--- src/rtl/load_pkg.sv ---
// Shared types and constants for the load alignment path.
package load_pkg;

   typedef enum logic [1:0] {
      IDLE = 2'd0,
      REQ  = 2'd1,
      WAIT = 2'd2,
      RESP = 2'd3
   } state_t;

   localparam logic [2:0] SZ_W  = 3'd0;
   localparam logic [2:0] SZ_B  = 3'd1;
   localparam logic [2:0] SZ_BU = 3'd2;
   localparam logic [2:0] SZ_H  = 3'd3;
   localparam logic [2:0] SZ_HU = 3'd4;

   localparam int unsigned DEFAULT_TIMEOUT = 255;

   // Priority lb > lbu > lh > lhu; nothing selected means a full word.
   function automatic logic [2:0] size_decode(input logic lb, input logic lbu,
                                              input logic lh, input logic lhu);
      if (lb)       return SZ_B;
      else if (lbu) return SZ_BU;
      else if (lh)  return SZ_H;
      else if (lhu) return SZ_HU;
      else          return SZ_W;
   endfunction

endpackage

--- src/rtl/load_extract.sv ---
// Combinational byte/halfword lane select with sign or zero extension.
module load_extract
   import load_pkg::*;
(
   input  logic [2:0]  size,
   input  logic [1:0]  addr_lo,
   input  logic [31:0] rdata,
   output logic [31:0] ext_data
);

   logic [7:0]  byte_sel;
   logic [15:0] half_sel;

   always_comb begin
      byte_sel = rdata[{addr_lo, 3'b000} +: 8];
      half_sel = addr_lo[1] ? rdata[31:16] : rdata[15:0];
      ext_data = rdata;
      case (size)
         SZ_B:    ext_data = {{24{byte_sel[7]}}, byte_sel};
         SZ_BU:   ext_data = {24'd0, byte_sel};
         SZ_H:    ext_data = {{16{half_sel[15]}}, half_sel};
         SZ_HU:   ext_data = {16'd0, half_sel};
         default: ext_data = rdata;
      endcase
   end

endmodule

--- src/rtl/load_align_unit.sv ---
// Single-outstanding load unit: word-aligned memory read, lane extract, misalign/timeout faults.
module load_align_unit
   import load_pkg::*;
#(
   parameter int unsigned TIMEOUT = DEFAULT_TIMEOUT
) (
   input  logic        clk,
   input  logic        reset,
   input  logic        ld_valid,
   output logic        ld_ready,
   input  logic [31:0] addr,
   input  logic        lb,
   input  logic        lbu,
   input  logic        lh,
   input  logic        lhu,
   output logic        mem_req,
   output logic [31:0] mem_addr,
   input  logic        mem_gnt,
   input  logic        mem_rvalid,
   input  logic [31:0] mem_rdata,
   output logic [31:0] load_data,
   output logic        load_valid,
   output logic        load_fault
);

   localparam int unsigned CNT_W = $clog2(TIMEOUT + 1);

   state_t           state, next_state;
   logic [2:0]       size_q;
   logic [31:0]      addr_q;
   logic [CNT_W-1:0] cnt;
   logic [2:0]       size_in;
   logic             misaligned;
   logic             timeout_hit;
   logic [31:0]      ext_data;

   assign size_in     = size_decode(lb, lbu, lh, lhu);
   assign misaligned  = (((size_in == SZ_H) || (size_in == SZ_HU)) && addr[0]) ||
                        ((size_in == SZ_W) && (addr[1:0] != 2'b00));
   assign timeout_hit = (cnt == CNT_W'(TIMEOUT - 1));
   assign mem_addr    = {addr_q[31:2], 2'b00};

   load_extract u_extract (
      .size     (size_q),
      .addr_lo  (addr_q[1:0]),
      .rdata    (mem_rdata),
      .ext_data (ext_data)
   );

   always_ff @(posedge clk or posedge reset) begin
      if (reset) state <= IDLE;
      else       state <= next_state;
   end

   always_comb begin
      next_state = state;
      case (state)
         IDLE: if (ld_valid) next_state = misaligned ? RESP : REQ;
         REQ:  if (mem_gnt) next_state = mem_rvalid ? RESP : WAIT;
         WAIT: if (mem_rvalid || timeout_hit) next_state = RESP;
         RESP: next_state = IDLE;
         default: next_state = IDLE;
      endcase
   end

   always_comb begin
      ld_ready   = (state == IDLE);
      mem_req    = (state == REQ);
      load_valid = (state == RESP);
   end

   // Result registers load on the edge into RESP and then hold until the next one.
   always_ff @(posedge clk or posedge reset) begin
      if (reset) begin
         size_q     <= SZ_W;
         addr_q     <= '0;
         cnt        <= '0;
         load_data  <= '0;
         load_fault <= 1'b0;
      end else begin
         case (state)
            IDLE: if (ld_valid) begin
               size_q <= size_in;
               addr_q <= addr;
               if (misaligned) begin
                  load_data  <= '0;
                  load_fault <= 1'b1;
               end
            end
            REQ: if (mem_gnt) begin
               cnt <= '0;
               if (mem_rvalid) begin
                  load_data  <= ext_data;
                  load_fault <= 1'b0;
               end
            end
            WAIT: begin
               cnt <= cnt + 1'b1;
               if (mem_rvalid) begin
                  load_data  <= ext_data;
                  load_fault <= 1'b0;
               end else if (timeout_hit) begin
                  load_data  <= '0;
                  load_fault <= 1'b1;
               end
            end
            default: ;
         endcase
      end
   end

endmodule

--- config.mk ---
export PLATFORM = sky130hd
export DESIGN_NAME = load_align_unit
export DESIGN_NICKNAME = d
export VERILOG_FILES = /design/src/rtl/load_pkg.sv /design/src/rtl/load_extract.sv /design/src/rtl/load_align_unit.sv
export SDC_FILE = /design/constraint.sdc
export NUM_CORES = 1
export LEC_CHECK = 0
export CELL_PAD_IN_SITES_DETAIL_PLACEMENT = 0
export CELL_PAD_IN_SITES_GLOBAL_PLACEMENT = 1
export CORE_ASPECT_RATIO = 1.25
export CORE_MARGIN = 10
export CORE_UTILIZATION = 39
export DETAILED_ROUTE_END_ITERATION = 12
export PLACE_DENSITY = 0.89
export SETUP_SLACK_MARGIN = 0.5
export SLEW_MARGIN = 10
export SYNTH_ARGS = -nofsm -noshare
export SYNTH_HDL_FRONTEND = slang
export SYNTH_HIERARCHICAL = 1
export SYNTH_SLANG_ARGS = --single-unit
export TNS_END_PERCENT = 5
--- constraint.sdc ---
create_clock -name clk -period 3.77 [get_ports clk]
set_clock_uncertainty 0.1 [all_clocks]
set_input_delay 0.754 -clock clk [delete_from_list [all_inputs] [get_ports clk]]
set_output_delay 0.754 -clock clk [all_outputs]
set_load 0.02 [all_outputs]
==> results.cfg <==
[drt]
routed_via_density = 5.22
avgRoutedWirePerCell_um = 18.5
drc_errors = 0
wl_mm = 12.8
postRouteAntennaNets = 0
drt_first_pass_iters = 4
vias = 3629
drtIter0Drc = 167

[clock_tree]
post-cts-setup-buffers = 0
hold_buffers = 0
cts_root_buf = clkbuf_16
cts_buffer_depth = 2
clk_latency_ns = 0.33
numClockSinks = 78
cts-htree-levels = 3
clk_transition_reported_paths_ns = 0.06
cts_tree = yes
cts_resized = 0
cts_buffers = 9

[critical_path]
crit_fanout = 8
cpLargestDelayFamily = buffers and inverters
worst-path-buf-inv = 2
crit_chain = inv_1 > ha_1 > clkdlybuf4s50_1
worstSetupPathType = reg2out
critPathCaptureType = output pin
cp.arrival_ns = 1.89
start_kind = register
slowest_stage = clkdlybuf4s50_1
worst-r2r-cell-count = 6
critPathMaxStageDelay_ns = 0.68
critPathRequiredTime_ns = 2.92
worst-path-stages = 3

[cells_and_area]
syn2layout_area_growth_pct = 32.0
final.fill_count = 1059
stdcell_count = 695
fin_nets = 632
final_common_cell = clkdlybuf4s50_1
num_antenna_cells = 0
mostFrequentLayoutCells = clkdlybuf4s50_1 (138), dfrtp_1 (78), nand2_1 (69)
drive_above_1_share_pct = 6.64

[yosys]
ys_seq_area_share_pct = 42.4
synthesis.area_um2 = 4600
yosysWarnings = 6
ys.flop_type = dfrtp_1
syn_area_per_cell_um2 = 10.1
syn_inst = 454
synth-seq-cells = 78
synthArstFlopShare_pct = 100
yosysUniqueCellTypes = 53
synth-edff-count = 0

[global_routing]
track_usage_pct = 15.5
grt_pass1_wl_mm = 20.2
overflow = 0
antenna_found_initial = 0
grt_pass1_vias = 3823
grt_max_degree = 39

[run]
maxCapViolCount = 0

[min_path]
hold-path-cell-count = 1
hold_path.class = reg2reg

[power]
internal-power_uw = 3230
clock_power_share_pct = 14.8
vdd.ir_drop.worst_uv = 576
p_per_area_nw_per_um2 = 923
switching_share_pct = 42.3
p_comb_share_pct = 57.5
power.switching_uw = 2370
p_total_uw = 5600
p_leak_uw = 0.00272
pwr-share-seq_pct = 27.7

[die]
initial_core_util_pct = 39.8
rows = 44
core-area_um2 = 11600
die_w_um = 117
die_h_um = 141
ios = 141
dieArea_um2 = 16600

[placed_design]
place_congestion = 0.959
place.port_buffers = 138
place_inst = 680
hpwl_mm = 9.83

[timing]
worstMarginPinSlew_ns = 0.798
period_minus_slack_ns = 2.74
relSlewSlack_pct = 46.8
slew_violations = 0
timing.final.crit_share_pct = 72.7
setup_tns_ns = 0
setup_viol = 0
fmax_mhz = 365
grt_setup_unrepaired = no
hold_violations = 0

[outcome]
status = completed
## state kept, by name, indices dropped and copies added, names as in the netlist
name and cells:
cnt 8, state 2, load_fault 1, addr_q 32
size_q 3, load_data 32
## cell type report
type                    instances  area (um2)  share of cell area, %
clock buffers                  13         270                   4.45
clock inverters                 2        16.3                  0.268
inverters                      43         163                   2.68
multi-input cells             277        2070                   34.1
flip-flops and latches         78        1950                   32.1
well taps                     138         173                   2.84
repair buffers                144        1430                   23.5
## routing by layer
metal  GRT usage, %  vias up  share of wire [%]
met3           4.14       18                7.0
met5              0        -                  0
met2           27.0      124                 52
met4           5.35        0                1.7
li1               -     1732                  -
met1           17.6     1755                 39
## cells by family (layout without fill, tap and decap cells)
group | count (synthesis) | count (layout) | synth area share [%]
XOR/XNOR | 2 | 2 | 0.381
AO/OA/AOI/OAI | 90 | 90 | 15.4
flip-flops | 78 | 78 | 42.4
buffers and inverters | 100 | 202 | 12.6
AND/OR/NAND/NOR | 102 | 102 | 9.85
adder cells (fa/ha/maj) | 6 | 6 | 1.63
multiplexers | 75 | 75 | 17.6
other | 1 | 2 | 0.0815
## cells in the mapped netlist, types with 4 or more instances
cell type,number,area (um2)
o22ai_1,8,50.1
o21ai_0,4,20.0
a21o_1,16,120
o21ai_1,8,40.0
mux2i_1,41,410
ha_1,6,75.1
nand2_1,69,259
mux2_2,4,45.0
inv_1,43,161
dfrtp_1,78,1950
clkbuf_1,8,30.0
a211o_1,9,78.8
a32oi_1,8,70.1
a21oi_1,15,75.1
nor2_1,8,30.0
buf_4,33,248
buf_2,9,45.0
nor3_1,4,20.0
mux2_1,28,315
a221o_1,7,70.1
## power by group through the flow
| stage | Clock (uW) | Combinational [uW] | Sequential [uW] |
|---|---|---|---|
| 3_5_place_dp | 0 | 3240 | 1570 |
| 4_1_cts | 853 | 3250 | 1560 |
| 6_report | 831 | 3220 | 1550 |
| 2_1_floorplan | 0 | 2280 | 1640 |
| 3_3_place_gp | 0 | 3180 | 1550 |
| 5_1_grt | 889 | 3480 | 1610 |
## path summary, 6_finish.rpt
check,slack [ns],end,from
min,0.39,addr_q[8],addr_q[8]
max reg2reg,1.04,load_data[6],addr_q[1]
max,1.03,mem_req,state[1]
min reg2reg,0.39,addr_q[8],addr_q[8]
max in group asynchronous,2.22,load_data[27],reset
min in group asynchronous,0.59,addr_q[30],reset
## metrics by stage
step | utilization, % | hold slack [ns] | area [um2] | worst slack [ns]
after floorplan | - | 0.350 | 4600 | 0.921
after global placement | 50.1 | 0.372 | 5790 | 0.912
after detailed placement | 50.1 | 0.381 | 5790 | 0.827
after CTS | 52.5 | 0.394 | 6070 | 1.01
after global routing | 52.5 | 0.414 | 6070 | 0.883
final | 52.5 | 0.388 | 6070 | 1.03
(Power assumes the default switching activity.)
